`src/rtl/unified_mem_pkg.sv`:
```
// Shared types and constants for the unified instruction/data memory arbiter.
// Consumed by unified_mem_arbiter and mem_arb_pick.
package unified_mem_pkg;

    typedef enum logic {
        ST_IDLE   = 1'b0,
        ST_ACCESS = 1'b1
    } state_t;

    localparam logic PORT_I = 1'b0;
    localparam logic PORT_D = 1'b1;

    localparam int DEF_ADDR_WIDTH = 12;
    localparam int DEF_DATA_WIDTH = 32;

    localparam int RD_LAT_MIN = 1;
    localparam int RD_LAT_MAX = 4;
    localparam int CNT_W      = 3;

    function automatic logic rd_lat_ok(input int lat);
        return (lat >= RD_LAT_MIN) && (lat <= RD_LAT_MAX);
    endfunction

endpackage

```
`src/rtl/mem_arb_pick.sv`:
```
// Combinational two-way picker between fetch and data requests.
// Fixed data-over-fetch priority, or round-robin when UNIFIED_MEM_ARB_RR_EN is defined.
module mem_arb_pick
    import unified_mem_pkg::*;
(
`ifdef UNIFIED_MEM_ARB_RR_EN
    input  logic       i_last_win,
`endif
    input  logic       i_req_f,
    input  logic       i_req_d,
    output logic       o_win,
    output logic [1:0] o_gnt
);

    always_comb begin
        o_win = PORT_I;
`ifdef UNIFIED_MEM_ARB_RR_EN
        // On a tie the port that lost the previous grant goes first.
        if (i_req_f && i_req_d) begin
            o_win = ~i_last_win;
        end else if (i_req_d) begin
            o_win = PORT_D;
        end
`else
        if (i_req_d) begin
            o_win = PORT_D;
        end
`endif
        o_gnt         = 2'b00;
        o_gnt[PORT_I] = (i_req_f || i_req_d) && (o_win == PORT_I);
        o_gnt[PORT_D] = (i_req_f || i_req_d) && (o_win == PORT_D);
    end

endmodule

```
`src/rtl/unified_mem_arbiter.sv`:
```
// Unified single-port RAM front-end shared by instruction fetch and data access.
// Optional round-robin arbitration: define UNIFIED_MEM_ARB_RR_EN.
//
//   state     | meaning
//   ----------+----------------------------------------------------------
//   ST_IDLE   | arbitrate; winner's gnt is combinational, RAM regs loaded
//   ST_ACCESS | RAM busy; latency down-counter runs to terminal count 0
module unified_mem_arbiter
    import unified_mem_pkg::*;
#(
    parameter int ADDR_WIDTH = DEF_ADDR_WIDTH,
    parameter int DATA_WIDTH = DEF_DATA_WIDTH,
    parameter int RD_LATENCY = 1
) (
    input  logic                  clock,
    input  logic                  reset,
    input  logic                  i_req,
    input  logic [ADDR_WIDTH-1:0] i_addr,
    output logic                  i_gnt,
    output logic                  i_valid,
    output logic [DATA_WIDTH-1:0] i_rdata,
    input  logic                  d_req,
    input  logic                  d_we,
    input  logic [ADDR_WIDTH-1:0] d_addr,
    input  logic [DATA_WIDTH-1:0] d_wdata,
    output logic                  d_gnt,
    output logic                  d_valid,
    output logic [DATA_WIDTH-1:0] d_rdata,
    output logic [ADDR_WIDTH-1:0] mem_address,
    output logic [DATA_WIDTH-1:0] mem_data,
    output logic                  mem_wren,
    input  logic [DATA_WIDTH-1:0] mem_q,
    output logic                  busy
);

    if (!rd_lat_ok(RD_LATENCY)) begin : g_bad_rd_latency
        $error("unified_mem_arbiter: RD_LATENCY must be within 1..4");
    end

    localparam logic [CNT_W-1:0] LAT_LOAD = CNT_W'(RD_LATENCY);

    state_t                  r_state;
    state_t                  w_state_nxt;
    logic [CNT_W-1:0]        r_cnt;
    logic                    r_port;
    logic                    r_we;
    logic                    r_i_valid;
    logic                    r_d_valid;
    logic [DATA_WIDTH-1:0]   r_i_rdata;
    logic [DATA_WIDTH-1:0]   r_d_rdata;
    logic [ADDR_WIDTH-1:0]   r_mem_address;
    logic [DATA_WIDTH-1:0]   r_mem_data;
    logic                    r_mem_wren;

    logic                    w_arb_en;
    logic                    w_win;
    logic [1:0]              w_pick_gnt;
    logic                    w_any_gnt;
    logic                    w_win_we;
    logic                    w_done;

`ifdef UNIFIED_MEM_ARB_RR_EN
    logic r_last_win;

    always_ff @(posedge clock or negedge reset) begin
        if (!reset) begin
            r_last_win <= PORT_I;
        end else if (w_any_gnt) begin
            r_last_win <= w_win;
        end
    end
`endif

    mem_arb_pick u_pick (
`ifdef UNIFIED_MEM_ARB_RR_EN
        .i_last_win (r_last_win),
`endif
        .i_req_f    (i_req),
        .i_req_d    (d_req),
        .o_win      (w_win),
        .o_gnt      (w_pick_gnt)
    );

    // Grants are suppressed while reset is held so every output reads 0.
    assign w_arb_en  = (r_state == ST_IDLE) && reset;
    assign i_gnt     = w_arb_en && w_pick_gnt[PORT_I];
    assign d_gnt     = w_arb_en && w_pick_gnt[PORT_D];
    assign w_any_gnt = i_gnt || d_gnt;
    assign w_win_we  = (w_win == PORT_D) && d_we;
    assign w_done    = (r_state == ST_ACCESS) && (r_cnt == '0);

    always_comb begin
        w_state_nxt = r_state;
        unique case (r_state)
            ST_IDLE:   if (w_any_gnt) w_state_nxt = ST_ACCESS;
            ST_ACCESS: if (w_done)    w_state_nxt = ST_IDLE;
        endcase
    end

    always_ff @(posedge clock or negedge reset) begin
        if (!reset) begin
            r_state <= ST_IDLE;
        end else begin
            r_state <= w_state_nxt;
        end
    end

    always_ff @(posedge clock or negedge reset) begin
        if (!reset) begin
            r_cnt         <= '0;
            r_port        <= PORT_I;
            r_we          <= 1'b0;
            r_i_valid     <= 1'b0;
            r_d_valid     <= 1'b0;
            r_i_rdata     <= '0;
            r_d_rdata     <= '0;
            r_mem_address <= '0;
            r_mem_data    <= '0;
            r_mem_wren    <= 1'b0;
        end else begin
            r_i_valid  <= w_done && (r_port == PORT_I);
            r_d_valid  <= w_done && (r_port == PORT_D);
            r_mem_wren <= w_any_gnt && w_win_we;

            if (w_done && !r_we) begin
                if (r_port == PORT_I) begin
                    r_i_rdata <= mem_q;
                end else begin
                    r_d_rdata <= mem_q;
                end
            end

            // Writes complete after one ACCESS cycle, reads after RD_LATENCY+1.
            if (w_any_gnt) begin
                r_mem_address <= (w_win == PORT_D) ? d_addr : i_addr;
                r_port        <= w_win;
                r_we          <= w_win_we;
                r_cnt         <= w_win_we ? '0 : LAT_LOAD;
                if (w_win_we) begin
                    r_mem_data <= d_wdata;
                end
            end else if ((r_state == ST_ACCESS) && (r_cnt != '0)) begin
                r_cnt <= r_cnt - 1'b1;
            end
        end
    end

    assign i_valid     = r_i_valid;
    assign d_valid     = r_d_valid;
    assign i_rdata     = r_i_rdata;
    assign d_rdata     = r_d_rdata;
    assign mem_address = r_mem_address;
    assign mem_data    = r_mem_data;
    assign mem_wren    = r_mem_wren;
    assign busy        = (r_state != ST_IDLE);

endmodule

```
`config.mk`:
```
export PLATFORM = sky130hd
export DESIGN_NAME = unified_mem_arbiter
export DESIGN_NICKNAME = d
export VERILOG_FILES = /design/src/rtl/unified_mem_pkg.sv /design/src/rtl/mem_arb_pick.sv /design/src/rtl/unified_mem_arbiter.sv
export SDC_FILE = /design/constraint.sdc
export NUM_CORES = 1
export LEC_CHECK = 0
export ABC_AREA = 1
export CAP_MARGIN = 5
export CORE_MARGIN = 1
export CORE_UTILIZATION = 38
export DETAILED_ROUTE_END_ITERATION = 6
export PLACE_DENSITY = 0.74
export SYNTH_ARGS = -nofsm -noshare
export SYNTH_HDL_FRONTEND = slang
export SYNTH_SLANG_ARGS = --single-unit
```
`constraint.sdc`:
```
create_clock -name clock -period 1.32 [get_ports clock]
set_input_delay 0.198 -clock clock [delete_from_list [all_inputs] [get_ports clock]]
set_output_delay 0.198 -clock clock [all_outputs]
set_load 0.01 [all_outputs]
```
* Yosys cells after proc, flatten, opt, wreduce, memory -nomap -nowiden
Index checks and enable logic that the tools add are counted.
Storage, ports and cells: logic and storage cells 44, register bits after elaboration 117, output and inout bits 114
Cells by class: add/sub/neg operators 1, mux-type cells 8, bitwise logic cells 3, reduce and logical (&&, ||, !) cells 21
Operator list (count):
- 1-bit logical AND | 12
- 12-bit two-way mux | 1
- 3-bit two-way mux | 2
- 2-bit AND reduction | 3
- 1-bit two-way mux | 4
- 3-bit logical NOT | 1
- 1-bit inverter | 3
- 3-bit nonzero test | 1
- 3-bit by 1-bit subtractor with 3-bit output (second input constant) | 1
- 1-bit logical OR | 2
- 1-bit one-hot mux with 2 select lines | 1
- 2-bit nonzero test | 1
- 1-bit logical NOT | 1

* Logic depth before layout (Yosys ltp)
word-level depth 7, gate-level depth with buffers 8, gate-level depth less buffers 7

* Modules after synthesis
A second synthesis with hierarchy kept.
Unflattened totals: cell total of the unflattened synthesis 538, area, all modules 4769.6 um^2
Modules (own cells, without submodules):
- unified_mem_arbiter | area an instance 4750.8 um^2, cells each 534, instances 1
- mem_arb_pick | area an instance 18.8 um^2, cells each 4, instances 1

* Worst setup path before layout
Ideal clock, no wire load.
kind reg2reg, from reg r_cnt[0], to reg r_d_rdata[21], in the netlist d_rdata[21], arrival time 1280 ps, library setup time 126 ps, period minus slack after synthesis 1406 ps, slack -86 ps, stages on the path, launching flop included 9, required time 1194 ps, cell sequence dfrtp_1 > inv_1 > ha_1 > nand3_2 > nor2_4 > nand2_4 > buf_4 > nand2_1 > o21ai_0
On the way: cells in the longest elaborated chain, start to end 4
Ends and longest elaborated chain:
- from (decl) | RTL line unified_mem_arbiter.sv:44 | logic [CNT_W-1:0] r_cnt;
- from (signal assigned) | RTL line unified_mem_arbiter.sv:138 | r_cnt <= w_win_we ? '0 : LAT_LOAD;
- from (signal assigned) | RTL line unified_mem_arbiter.sv:143 | r_cnt <= r_cnt - 1'b1;
- 3-bit logical NOT | RTL line unified_mem_arbiter.sv:90 | assign w_done = (r_state == ST_ACCESS) && (r_cnt == '0);
- 1-bit logical AND | RTL line unified_mem_arbiter.sv:90
- 1-bit logical AND | RTL line unified_mem_arbiter.sv:125 | if (w_done && !r_we) begin
- 2-bit AND reduction (no line)
- to (signal assigned) | RTL line unified_mem_arbiter.sv:129 | r_d_rdata <= mem_q;
- to (decl) | RTL line unified_mem_arbiter.sv:50 | logic [DATA_WIDTH-1:0] r_d_rdata;
Every way passes these cells. A chain may end at the register's enable or synchronous reset.

* Worst setup path after layout
from reg r_cnt[1], to reg r_i_rdata[30], in the netlist i_rdata[30]
On the way: cells in the longest elaborated chain, start to end 4
Ends and longest elaborated chain:
- 3-bit logical NOT | RTL line unified_mem_arbiter.sv:90
- 1-bit logical AND | RTL line unified_mem_arbiter.sv:90
- 1-bit logical AND | RTL line unified_mem_arbiter.sv:125
- 2-bit AND reduction (no line)
- to (signal assigned) | RTL line unified_mem_arbiter.sv:127 | r_i_rdata <= mem_q;
- to (decl) | RTL line unified_mem_arbiter.sv:49 | logic [DATA_WIDTH-1:0] r_i_rdata;
Every way passes these cells.

==> results.sh <==
export IMPL_relSlewSlack=0.571
export IMPL_post_drt_wl_per_cell_um=14.5
export IMPL_detail_route_antenna_nets=0
export IMPL_route_detailed_drc=0
export IMPL_max_clock_path_buffers=2
export IMPL_drtIter0Drc=260
export IMPL_met2_length_um=6630
export IMPL_ir_drop_mv=0.915
export IMPL_worstSetupEndpointType="flop"
export IMPL_p_leak_uw=0.00417
export IMPL_preCtsSetupSlack_ns=-0.347
export IMPL_diodes=0
export IMPL_h_tree_depth=4
export IMPL_path_clk_slew_ns=0.06
export IMPL_status="finished, violations left"
export IMPL_worstSetupPathType="flop to flop"
export IMPL_cts_sinks=117
export IMPL_synth_top_family_by_area="simple AND/OR/NAND/NOR gates"
export IMPL_hold_buffers=0
export IMPL_synth_xor_area_frac=0
export IMPL_drv_slew=0
export IMPL_die_x_um=113
export IMPL_rsz0062_at_grt="yes"
export IMPL_fin_crit_ns=1.43
export IMPL_grt_max_degree=118
export IMPL_grt_ovfl_total=0
export IMPL_ys_ff_latch=117
export IMPL_drt_pass1_iterations=4
export IMPL_synth_adder_area_share=0.00536
export IMPL_power_uw=18300
export IMPL_portBuffers=206
export IMPL_finalHoldViolCount=23
export IMPL_wl_met3_um=1070
export IMPL_synth_area_per_cell_um2=9.17
export IMPL_timing_final_crit_share=1.09
export IMPL_layout_setup_ws_ns=-0.113
export IMPL_startpoint_type="flop"
export IMPL_synth_simple_gate_area_frac=0.216
export IMPL_synth_compound_area_frac=0.0756
export IMPL_gp_congestion=0.790
export IMPL_drt_met1_wl_um=5350
export IMPL_nets=850
export IMPL_yosys_warnings=0
export IMPL_area_growth_pct=71.4
export IMPL_violations="hold timing, setup timing"
export IMPL_routed_wl_um=13300
export IMPL_crit_path_start="r_cnt[1]"
export IMPL_stdcell_count=915
export IMPL_cts_tree="built"
export IMPL_dpl_hpwl_um=8470
export IMPL_syn_num_nets=604
export IMPL_netlist_cell_type_count=19
export IMPL_top_layer_used="met4"
export IMPL_cp_required_ns=1.60
export IMPL_yosys_mux_area_fraction=0
export IMPL_crit_fanout=10
export IMPL_tightest_slew_ns=0.644
export IMPL_cp_data_arrival_time_ns=1.71
export IMPL_grt_pass1_wl_um=19800
export IMPL_skew_ns=0.00752
export IMPL_start_util=0.389
export IMPL_cts_inserted_buffers=17
export IMPL_fin_area_mm2=0.00800
export IMPL_hp_class="input port to async pin"
export IMPL_fmax_mhz=698
export IMPL_syn_area_mm2=0.00467
export IMPL_chipHeight_um=113
export IMPL_maxCapViolations=0
export IMPL_dpl_instance_area_mm2=0.00702
export IMPL_io_pins=207
export IMPL_setup_viol_count_final=67
export IMPL_die_area_mm2=0.0127
export IMPL_rr_startpoint="r_cnt[1]"
export IMPL_synth_seq_area_share=0.627
export IMPL_grt_pass1_vias=4188
export IMPL_power_density_mw_per_mm2=2280
export IMPL_whs_ns=-0.0225
export IMPL_track_usage=0.198
export IMPL_rows=40
export IMPL_synthCells=509
export IMPL_core_area_mm2=0.0120
export IMPL_clk_latency_ns=0.41
export IMPL_drive_gt1_frac=0.217
export IMPL_root_buffer="clkbuf_16"
export IMPL_placed_cells=865
export IMPL_antenna_found_initial=0
export IMPL_via_count=4257
export IMPL_vias_per_cell=4.65
==> cell families after synthesis <==
kind of cell / count (synthesis)
buf+inv: 66
compound gates: 69
simple gates: 255
fa+ha+maj: 2
flops: 117
==> cells in the mapped netlist (all sizes together) <==
cell type	count	area [um2]
nand3	5	30.0
nor3	1	5.00
inv	43	161
nor2	6	37.5
a21oi	3	15.0
clkbuf	2	7.51
buf	21	186
nand2	243	935
ha	2	25.0
dfrtp	117	2930
o21ai	66	338
==> path summary, 6_finish.rpt <==
| kind | depth (start not counted) | slack (ns) | endpoint |
|---|---|---|---|
| hold / removal | 3 | -0.02 | mem_data[29] |
| setup reg to reg | 8 | -0.11 | i_rdata[30] |
| max in group asynchronous | 3 | 0.82 | mem_address[4] |
| hold reg to reg | 2 | 0.47 | mem_address[0] |
| min in group clock | 3 | 0.32 | mem_data[25] |
| setup / recovery | 8 | -0.11 | i_rdata[30] |
==> cell usage in the layout (no fill, tap or decap), drive strengths merged <==
| cell | instances |
|---|---|
| nand2 | 243 |
| dfrtp | 117 |
| clkdlybuf4s50 | 91 |
| dlygate4sd2 | 91 |
| o21ai | 66 |
| inv | 42 |
| buf | 42 |
| clkbuf | 25 |
| clkdlybuf4s15 | 20 |
| clkinvlp | 6 |
| clkinv | 6 |
| nor2 | 6 |
| nand3 | 5 |
| a21oi | 3 |
| bufinv | 2 |
| ha | 2 |
| nor3 | 1 |
==> layout make-up <==
type / instances / area [um2]
multi-input combinational: 326 / 1640
clock inverter: 13 / 134
tap: 147 / 184
sequential: 117 / 2930
fill: 928 / 4010
timing repair buffer: 250 / 2500
clock buffer: 19 / 443
inverter: 43 / 174
==> metal layers <==
| metal | global-route usage | up-vias |
|---|---|---|
| met3 | 0.0782 | 18 |
| li1 | - | 2060 |
| met4 | 0.0693 | 0 |
| met5 | 0 | - |
| met2 | 0.331 | 166 |
| met1 | 0.232 | 2013 |
==> power breakdown <==
| part | leakage (uW) | internal [uW] | switching, uW |
|---|---|---|---|
| logic | 0.00246 | 3760 | 3710 |
| registers | 0.00144 | 5330 | 1050 |
| clock network | 0.000267 | 2810 | 1620 |
==> timing repair <==
action	in CTS	in global routing
pin swaps	1	10
buffers inserted	4	5
cloned	1	8
gates resized for setup	140	98
setup endpoints to repair	179	124
==> per-stage QoR <==
stage	util	TNS, ns
6_report	0.666	-4.31
5_1_grt	0.666	-10.72
4_1_cts	0.628	-2.30
3_5_place_dp	0.585	-20.91
3_3_place_gp	0.585	-14.88
2_1_floorplan	-	-2.30
==> state kept, by name (all words and copies together), names as in the netlist <==
signal / count
busy: 1
d_rdata: 32
d_valid: 1
i_rdata: 32
i_valid: 1
mem_address: 12
mem_data: 32
mem_wren: 1
r_cnt: 3
r_port: 1
r_we: 1
==> critical path: stages, from the launching register on <==
cell and delay [ns]:
dfrtp_1 0.39, inv_2 0.09, ha_4 0.15, nand3_4 0.07, nor2_4 0.14, nand2_4 0.12
clkbuf_16 0.19, nand2_1 0.07, o21ai_1 0.07
No activity file was read; power rests on OpenSTA's default activity.
